[src/rtl/mem_access_stage_if.sv]
// Data-memory request/acknowledge bus between the MEM stage and data memory.
interface mem_access_stage_if;
  logic        memReq;
  logic        memWe;
  logic [31:0] memAddr;
  logic [31:0] memWdata;
  logic [3:0]  memBe;
  logic [31:0] memRdata;
  logic        memAck;

  modport master (
    output memReq, memWe, memAddr, memWdata, memBe,
    input  memRdata, memAck
  );

  modport slave (
    input  memReq, memWe, memAddr, memWdata, memBe,
    output memRdata, memAck
  );
endinterface

[src/rtl/mem_access_stage.sv]
// MIPS MEM stage: drives the data-memory bus, aligns/extends sub-word loads,
// replicates store data into byte lanes and stalls the pipe while an access is open.
module mem_access_stage #(
  parameter int TIMEOUT_CYCLES = 16
) (
  input  logic        clock,
  input  logic        reset_n,
  input  logic        validIn,
  input  logic [31:0] aluOutIn,
  input  logic [31:0] writeDataIn,
  input  logic        memReadIn,
  input  logic        memWriteIn,
  input  logic [1:0]  memSizeIn,
  input  logic        memSignedIn,
  input  logic        regWriteIn,
  input  logic        memToRegIn,
  input  logic [4:0]  regDestIn,
  mem_access_stage_if.master mem,
  output logic [31:0] aluOut,
  output logic [31:0] memOut,
  output logic        regWrite,
  output logic        memToReg,
  output logic [4:0]  regDest,
  output logic        stall,
  output logic        misaligned,
  output logic        busError
);

  // Counter is wide enough to hold TIMEOUT_CYCLES; at least one bit when timeout is off.
  localparam int CW = $clog2(TIMEOUT_CYCLES + 2);

  typedef enum logic [1:0] {IDLE, BUSY, DONE} state_t;

  typedef struct packed {
    logic        req;
    logic        we;
    logic [31:0] addr;
    logic [31:0] wdata;
    logic [3:0]  be;
  } mem_req_t;

  state_t   state_q, state_d;
  logic [CW-1:0] cnt_q, cnt_d;
  logic     err_q, err_d;
  logic [31:0] load_q, load_d;
  mem_req_t req_q, req_d;

  logic stall_c, rw_c, mis_c, berr_c;
  logic mem_op, mis_addr, timeout_hit;
  logic [3:0]  st_be;
  logic [31:0] st_wd;
  logic [31:0] ld_val;
  logic [4:0]  bsh, hsh;
  logic [7:0]  ld_b;
  logic [15:0] ld_h;

  assign mem_op   = validIn & (memReadIn | memWriteIn);
  // Size 11 is reserved and behaves as a word access.
  assign mis_addr = (memSizeIn[1] & (aluOutIn[1:0] != 2'b00)) |
                    ((memSizeIn == 2'b01) & aluOutIn[0]);
  assign timeout_hit = (TIMEOUT_CYCLES != 0) && (cnt_q == CW'(TIMEOUT_CYCLES - 1));

  // Little-endian lane pick for loads.
  assign bsh  = {aluOutIn[1:0], 3'b000};
  assign hsh  = {aluOutIn[1], 4'b0000};
  assign ld_b = memRdata_b();
  assign ld_h = mem.memRdata[hsh +: 16];

  function automatic logic [7:0] memRdata_b();
    return mem.memRdata[bsh +: 8];
  endfunction

  // Align and sign/zero-extend the returned read data.
  always_comb begin
    ld_val = mem.memRdata;
    if (!memSizeIn[1]) begin
      if (memSizeIn[0]) ld_val = {{16{memSignedIn & ld_h[15]}}, ld_h};
      else              ld_val = {{24{memSignedIn & ld_b[7]}}, ld_b};
    end
  end

  // Replicate store data into every lane; byte enables only for stores.
  always_comb begin
    st_wd = writeDataIn;
    st_be = 4'b0000;
    if (memSizeIn[1]) begin
      st_be = 4'b1111;
    end else if (memSizeIn[0]) begin
      st_wd = {2{writeDataIn[15:0]}};
      st_be = 4'b0011 << {aluOutIn[1], 1'b0};
    end else begin
      st_wd = {4{writeDataIn[7:0]}};
      st_be = 4'b0001 << aluOutIn[1:0];
    end
    if (!memWriteIn) st_be = 4'b0000;
  end

  // Next-state and stage outputs.
  always_comb begin
    state_d = state_q;
    cnt_d   = cnt_q;
    err_d   = err_q;
    load_d  = load_q;
    req_d   = req_q;
    stall_c = 1'b0;
    rw_c    = 1'b0;
    mis_c   = 1'b0;
    berr_c  = 1'b0;
    case (state_q)
      IDLE: begin
        if (!mem_op) begin
          rw_c = regWriteIn & validIn;
        end else if (mis_addr) begin
          mis_c = 1'b1;
        end else begin
          stall_c = 1'b1;
          req_d   = '{req: 1'b1, we: memWriteIn, addr: {aluOutIn[31:2], 2'b00},
                      wdata: st_wd, be: st_be};
          cnt_d   = '0;
          state_d = BUSY;
        end
      end
      BUSY: begin
        stall_c = 1'b1;
        if (TIMEOUT_CYCLES != 0) cnt_d = cnt_q + CW'(1);
        if (mem.memAck) begin
          load_d    = ld_val;
          req_d.req = 1'b0;
          state_d   = DONE;
        end else if (timeout_hit) begin
          req_d.req = 1'b0;
          err_d     = 1'b1;
          state_d   = DONE;
        end
      end
      DONE: begin
        rw_c    = regWriteIn & ~err_q;
        berr_c  = err_q;
        cnt_d   = '0;
        err_d   = 1'b0;
        state_d = IDLE;
      end
      default: state_d = IDLE;
    endcase
  end

  // State, counter, load register and registered bus outputs.
  always_ff @(posedge clock or negedge reset_n) begin
    if (!reset_n) begin
      state_q <= IDLE;
      cnt_q   <= '0;
      err_q   <= 1'b0;
      load_q  <= '0;
      req_q   <= '0;
    end else begin
      state_q <= state_d;
      cnt_q   <= cnt_d;
      err_q   <= err_d;
      load_q  <= load_d;
      req_q   <= req_d;
    end
  end

  assign mem.memReq   = req_q.req;
  assign mem.memWe    = req_q.we;
  assign mem.memAddr  = req_q.addr;
  assign mem.memWdata = req_q.wdata;
  assign mem.memBe    = req_q.be;

  assign aluOut     = aluOutIn;
  assign memToReg   = memToRegIn;
  assign regDest    = regDestIn;
  assign memOut     = load_q;
  assign stall      = reset_n & stall_c;
  assign regWrite   = reset_n & rw_c;
  assign misaligned = reset_n & mis_c;
  assign busError   = reset_n & berr_c;

endmodule

[src/flat_wrapper.sv]
// flat-port wrapper written by rule: the top's interface ports become plain ports
module mem_access_stage_flat 
#(
  parameter int TIMEOUT_CYCLES = 16
)
  (clock, reset_n, validIn, aluOutIn, writeDataIn, memReadIn, memWriteIn, memSizeIn, memSignedIn, regWriteIn, memToRegIn, regDestIn, aluOut, memOut, regWrite, memToReg, regDest, stall, misaligned, busError, mem_memReq, mem_memWe, mem_memAddr, mem_memWdata, mem_memBe, mem_memRdata, mem_memAck);
  mem_access_stage_if mem_i ();
  input  logic clock;
  input  logic reset_n;
  input  logic validIn;
  input  logic [31:0] aluOutIn;
  input  logic [31:0] writeDataIn;
  input  logic memReadIn;
  input  logic memWriteIn;
  input  logic [1:0] memSizeIn;
  input  logic memSignedIn;
  input  logic regWriteIn;
  input  logic memToRegIn;
  input  logic [4:0] regDestIn;
  output logic [31:0] aluOut;
  output logic [31:0] memOut;
  output logic regWrite;
  output logic memToReg;
  output logic [4:0] regDest;
  output logic stall;
  output logic misaligned;
  output logic busError;
  output wire logic [$bits(mem_i.memReq)-1:0] mem_memReq;
  output wire logic [$bits(mem_i.memWe)-1:0] mem_memWe;
  output wire logic [$bits(mem_i.memAddr)-1:0] mem_memAddr;
  output wire logic [$bits(mem_i.memWdata)-1:0] mem_memWdata;
  output wire logic [$bits(mem_i.memBe)-1:0] mem_memBe;
  input wire logic [$bits(mem_i.memRdata)-1:0] mem_memRdata;
  input wire logic [$bits(mem_i.memAck)-1:0] mem_memAck;
  assign mem_memReq = mem_i.memReq;
  assign mem_memWe = mem_i.memWe;
  assign mem_memAddr = mem_i.memAddr;
  assign mem_memWdata = mem_i.memWdata;
  assign mem_memBe = mem_i.memBe;
  assign mem_i.memRdata = mem_memRdata;
  assign mem_i.memAck = mem_memAck;
  mem_access_stage #(.TIMEOUT_CYCLES(TIMEOUT_CYCLES)) u_core (.clock(clock), .reset_n(reset_n), .validIn(validIn), .aluOutIn(aluOutIn), .writeDataIn(writeDataIn), .memReadIn(memReadIn), .memWriteIn(memWriteIn), .memSizeIn(memSizeIn), .memSignedIn(memSignedIn), .regWriteIn(regWriteIn), .memToRegIn(memToRegIn), .regDestIn(regDestIn), .mem(mem_i), .aluOut(aluOut), .memOut(memOut), .regWrite(regWrite), .memToReg(memToReg), .regDest(regDest), .stall(stall), .misaligned(misaligned), .busError(busError));
endmodule
[config.mk]
export PLATFORM = sky130hd
export DESIGN_NAME = mem_access_stage_flat
export DESIGN_NICKNAME = d
export VERILOG_FILES = /design/src/rtl/mem_access_stage_if.sv /design/src/rtl/mem_access_stage.sv /design/src/flat_wrapper.sv
export SDC_FILE = /design/constraint.sdc
export NUM_CORES = 1
export LEC_CHECK = 0
export CAP_MARGIN = 20
export CELL_PAD_IN_SITES_DETAIL_PLACEMENT = 1
export CELL_PAD_IN_SITES_GLOBAL_PLACEMENT = 2
export CORE_AREA = 3 3 164 166
export CTS_CLUSTER_SIZE = 24
export DETAILED_ROUTE_END_ITERATION = 6
export DIE_AREA = 0 0 167 169
export PLACE_DENSITY = 0.73
export REMOVE_ABC_BUFFERS = 1
export SYNTH_ARGS = -nofsm -noshare
export SYNTH_HDL_FRONTEND = slang
export SYNTH_SLANG_ARGS = --single-unit
[constraint.sdc]
create_clock -name clock -period 1.7 [get_ports clock]
set_input_delay 0.34 -clock clock [delete_from_list [all_inputs] [get_ports clock]]
set_output_delay 0.34 -clock clock [all_outputs]
set_load 0.01 [all_outputs]
==> results.md, run 1 <==
- Run status: finished, final reports clean
- NumNets Final: 890
- Wire per inst: 17.60 µm
- I/O pin cnt: 256
- Post-layout min period: 1.652 ns
- Mapped Area: 5333 µm²
- Die X-Extent: 167 µm
- Post-Syn Area per Cell: 10.27 µm²
- Crit start category: register
- CP Buf/Inv Count: 1
- CP Data Arrival Time: 1.31 ns
- Slowest cell on crit path: clkdlybuf4s50_1
- WL final: 19.64 mm
- Synth cell types: 44
- Max-cap viol count: 0
- CTS tree: done
- Die height: 169 µm
- Final Cycle Share: 0.9720
- FFs w/ async S/R, synth: 1.000
- Final slew viol count: 0
- Placed cell areas: 8307 µm²
- Hold crit path type: in -> async
- Worst path top cell family by delay: buffers and inverters
- Critical Path End Type: primary output
- Initial Util: 0.2070
- Worst-Margin Slew: 0.5168 ns
- Max incr delay on CP: 0.61 ns
- Max clock buf depth: 2
- Die area: 28220 µm²
- H-tree depth: 3
- Number of routed nets with antenna violations: 0
- Most frequent cells in the layout: 190 x clkdlybuf4s50_1, 106 x dfrtp_1, 72 x nand2_1
- R2R Setup Slk: 0.12 ns
- # diodes: 0
- GRT Overall Usage: 0.1360
- Yosys warnings: 0
- Worst R2R Path Depth: 7
- Crit Path Category: reg -> out
- Core Footprint: 25760 µm²
- Crit-path max FO: 2
- Post-synth EDFFs: 0
- Peak Freq: 605.2 MHz
- Skew final: 0.01533 ns
- # setup viols final: 0
- CP Launch Point: u_core.memOut[7]
- Largest net degree at the start of global routing: 37
- Clock Tree Root: clkbuf_16
- Clk Latency, worst-skew pair: 0.36 ns
- Gpl congestion: 0.7497
- # rows: 59
- Initial DRC count: 106
- Area Growth Syn to Fin: 63.61%
- Vias in the first global route: 5296
- Clock sinks: 108
- Sequential area share after synthesis: 0.5068
- End of the worst register-to-register path: u_core.memOut[30]
- Cell area after layout: 8725 µm²
- Critical Path RT: 1.36 ns
- DR vias: 4792
- Seq cells post-synth: 108
- Residual DRC count: 0
- Drt pass-1 iters: 4
- DP Cell Count: 1094
- Via density per instance: 4.294
- Clk slew on worst S/H paths: 0.09 ns
- RSZ-0062 raised after global routing: yes
- DP HPWL: 14.91 mm
- Input/output buffers: 241
- Path length in cells of the critical path: 1
- Reg2Reg Launch Point: u_core.state_q[0]
- Gr ovfl total: 0
- First-pass GRT wire length: 30.15 mm
- Prevailing post-synth register cell: dfrtp_1
- Initial antenna violation count: 0
- Peak VDD IR: 581.0 µV
- Mapped Cells: 519
- Critical path cell sequence: clkdlybuf4s50_1
- Hold Vio Cnt, Final: 0
- Setup tns final: 0 ns
- Layout cells sized above 1: 0.2190
- Slew HR: 0.6555
- Commonest non-fill, non-tap cell in the layout: clkdlybuf4s50_1
- CTS buffer count: 9
- Fin cells: 1116
- Pwr Density: 1177 nW/µm²
- Leakage: 0.003902 µW
[worst max path at each step]
stage	slack [ns]	endpoint
finish	0.05	memOut[7]
global placement	-0.77	stall
CTS	-0.006	stall
floorplan	-2.12	u_core.mem.memAddr[10]
detailed placement	-0.76	stall
global route	-0.04	regWrite
[cells in the mapped netlist, drive strengths merged (2+ instances only)]
library cell  count  area share
and3              3      0.0035
nand3             2      0.0019
dfrtp           108        0.51
buf              62       0.079
a21oi            34       0.035
nand4b            2      0.0033
and2              2      0.0023
a22oi             8       0.011
mux2i            25       0.047
nor2             41       0.029
a31oi             2      0.0052
o31ai             3      0.0042
nor3              7      0.0066
o21ai            55       0.052
mux2             49        0.10
ha                2      0.0047
inv               9      0.0063
nor2b             2      0.0023
nand2            74       0.052
a311oi            2      0.0066
clkbuf            8      0.0056
o21a              8       0.011
[layout make-up]
class | instances | area (µm²)
clock inverter | 6 | 62.56
tap | 335 | 419.2
multi-input combinational | 333 | 2200
inverter | 9 | 33.78
clock buffer | 10 | 229.0
timing repair buffer | 315 | 3075
fill | 2906 | 17040
sequential | 108 | 2705
[sequential cells by signal, indices dropped and copies added, names as in the netlist]
name                 cells
u_core.mem.memWdata     32
u_core.memOut           32
u_core.mem.memAddr      30
u_core.cnt_q             5
u_core.mem.memBe         4
u_core.state_q           2
u_core.err_q             1
u_core.mem.memReq        1
u_core.mem.memWe         1
[what timing repair did]
action                                  in CTS  in global routing
endpoints found under the setup margin     129                 43
hold endpoints to repair                    19                  0
setup buffers                                4                  0
hold buffers                                 1                  0
resized for setup                           58                 32
gates cloned                                 0                  1
pin swaps                                    5                  5
[per-stage QoR]
stage,utilization,setup slack [ns],hold WS (ns),power [µW]
after global routing,0.3386,-0.04475,0.1293,10970
after global placement,0.3224,-0.7691,0.3761,8150
final,0.3386,0.04757,0.08875,10270
after CTS,0.3347,-0.005827,0.1005,10470
after detailed placement,0.3224,-0.7601,0.3809,8225
after floorplan,-,-2.118,0.04441,5369
[metal layers]
| metal | wire length (µm) | share of wire | up-vias | GRT usage |
|---|---|---|---|---|
| met3 | 1842 | 0.094 | 13 | 0.06516 |
| met4 | 195 | 0.0099 | 0 | 0.02690 |
| met1 | 8388 | 0.43 | 2328 | 0.1637 |
| met2 | 9216 | 0.47 | 201 | 0.2237 |
| li1 | - | - | 2250 | - |
| met5 | 0 | 0 | - | 0 |
[logic make-up after synthesis]
family,count (synthesis),share of synthesized area
other cells,1,0.0007032
simple gates,138,0.1079
fa+ha+maj,2,0.004692
compound gates,116,0.1328
flops,108,0.5068
buf+inv,79,0.09104
mux,75,0.1560
[report_power, final]
| part | switching [µW] | internal (µW) |
|---|---|---|
| combinational | 1730 | 2430 |
| sequential | 499 | 3440 |
| clock | 1120 | 1040 |
No activity file was read; power rests on OpenSTA's default activity.
==> run 2: changes to the inputs <==
CORE_AREA = 3 3 148 150   (was 3 3 164 166)
DIE_AREA = 0 0 151 153   (was 0 0 167 169)
PLACE_DENSITY = 0.84   (was 0.73)
clock period = 2.1 ns   (was 1.7 ns; I/O delays follow)
==> run 2 against run 1 <==
Flip-flop and latch count unchanged; clock skew down 0.0076 ns; sequential share of layout area up 1.5 points; highest routed layer unchanged; critical path type unchanged; die area down 18%; setup slack better by 0.035 ns; clock power down 18%; cell count down 8.4%; non-clock buffer count down 34; clock-buffer cell count down 1; largest power group unchanged; first-iteration DRC count down 19%.
==> results.md, run 2 (synthesized netlist as in run 1, its figures left out) <==
- Post-layout min period: 2.018 ns
- Skew final: 0.007689 ns
- Critical Path End Type: primary output
- GRT Overall Usage: 0.1590
- Clock sinks: 108
- Hold Slack: 0.2064 ns
- Worst-Margin Slew: 0.5853 ns
- Crit Path Category: reg -> out
- R2R Setup Slk: 0.31 ns
- Clock Tree Root: clkbuf_16
- Max-cap viol count: 0
- Peak VDD IR: 392.0 µV
- Pwr Density: 993.9 nW/µm²
- Initial DRC count: 86
- NumNets Final: 856
- Input/output buffers: 241
- # diodes: 0
- Die X-Extent: 151 µm
- Area Growth Syn to Fin: 56.12%
- Leakage: 0.003527 µW
- # rows: 53
- Critical path cell sequence: nor2b_2, and3_1, clkdlybuf4s50_1
- Gpl congestion: 0.8231
- Met1 Resource Use GR: 0.1849
- Largest net degree at the start of global routing: 108
- WL final: 18.53 mm
- Final Cycle Share: 0.9607
- Busiest layer in global routing: met2
- Wire per inst: 18.13 µm
- Initial Util: 0.2561
- Worst R2R Path Depth: 7
- Vias in the first global route: 5399
- Layout cells sized above 1: 0.1647
- Die area: 23100 µm²
- Most frequent cells in the layout: 233 x clkdlybuf4s50_1, 107 x dfrtp_1, 74 x nand2_1
- Crit start category: register
- I/O pin cnt: 256
- CTS tree: done
- Clk Latency, worst-skew pair: 0.34 ns
- Core Footprint: 20820 µm²
- Slowest cell on crit path: clkdlybuf4s50_1
- First-pass GRT wire length: 29.15 mm
- Hold crit path type: in -> async
- Crit-path max FO: 2
- H-tree depth: 3
- CP Data Arrival Time: 1.60 ns
- Via density per instance: 4.601
- RSZ-0062 raised after global routing: no
- Gr ovfl total: 0
- Residual DRC count: 0
- Die height: 153 µm
- Final slew viol count: 0
- Number of routed nets with antenna violations: 0
- Max incr delay on CP: 0.53 ns
- Commonest non-fill, non-tap cell in the layout: clkdlybuf4s50_1
- Drt pass-1 iters: 4
- Initial antenna violation count: 0
- Peak Freq: 495.7 MHz
- Cell area after layout: 8325 µm²
- Met3 Use GR: 0.07382
- Max clock buf depth: 2
- DP HPWL: 14.11 mm
- Met2 usage: 0.2658
- Fill cells: 2339
- Clk slew on worst S/H paths: 0.08 ns
- Hold Vio Cnt, Final: 0
- CTS buffer count: 9
- Placed cell areas: 7974 µm²
- DR vias: 4702
- # setup viols final: 0
- Run status: finished, final reports clean
- Slew HR: 0.6098
- Critical Path RT: 1.68 ns
run 2: cell types whose count changed in the layout (fill, tap and decap cells not counted), sizes merged:
cell / previous run / this run
dlygate4sd2: 28 / 2
dlymetal6s2s: 15 / 0
clkdlybuf4s50: 190 / 233
clkinvlp: 0 / 2
buf: 78 / 41
inv: 14 / 12
clkdlybuf4s15: 2 / 1
bufinv: 0 / 1
clkbuf: 11 / 12
run 2: final timing paths:
path	to	start
worst max-delay path	busError	u_core.state_q[0]
worst min-delay path	u_core.memOut[23]	reset_n
worst max register to register	u_core.memOut[12]	u_core.state_q[0]
worst min register to register	u_core.mem.memWdata[24]	u_core.mem.memWdata[24]
max in group asynchronous	u_core.mem.memWdata[8]	reset_n
min in group clock	u_core.mem.memWdata[24]	u_core.mem.memWdata[24]
run 2: metal layers:
metal  share of wire  up-vias
li1                -     2182
met1            0.40     2293
met2            0.48      209
met3            0.11       18
met4           0.013        0
met5               0        -
run 2: worst max-delay path, delay by kind of cell, from the launching register on:
kind / cells / cell delay (ns)
simple gates: 2 / 0.29
buf+inv: 1 / 0.53
flops: 1 / 0.43
run 2: repair_timing:
action	4_1_cts	5_1_grt
endpoints found under the hold margin	1	0
hold buffers	1	0
pin swaps	1	0
buffers inserted	3	0
endpoints found under the setup margin	6	3
resized for setup	11	6
run 2: cell type report:
type / instances / area [µm²] / share of cell area
Clock buffer: 9 / 225.2 / 0.02705
Clock inverter: 7 / 82.58 / 0.009919
Inverter: 9 / 33.78 / 0.004058
Multi-Input combinational cell: 333 / 2158 / 0.2592
Sequential cell: 108 / 2704 / 0.3248
Tap cell: 275 / 344.1 / 0.04133
Timing Repair Buffer: 281 / 2778 / 0.3336
run 2: per-stage QoR:
step / TNS [ns] / setup slack [ns] / cells / util / total power, µW
2_1_floorplan: -110.48 / -1.740 / 450 / - / 4346
5_1_grt: 0 / 0.01992 / 1022 / 0.3998 / 8822
6_report: 0 / 0.08249 / 1022 / 0.3998 / 8275
3_5_place_dp: -13.13 / -0.4227 / 1002 / 0.3829 / 6586
3_3_place_gp: -9.953 / -0.4386 / 1002 / 0.3829 / 6452
4_1_cts: 0 / 0.01173 / 1022 / 0.4001 / 8448
run 2: report_power, final:
part | switching [µW] | total [µW] | internal, µW
sequential | 412 | 3200 | 2790
combinational | 1380 | 3300 | 1920
clock | 828 | 1770 | 946
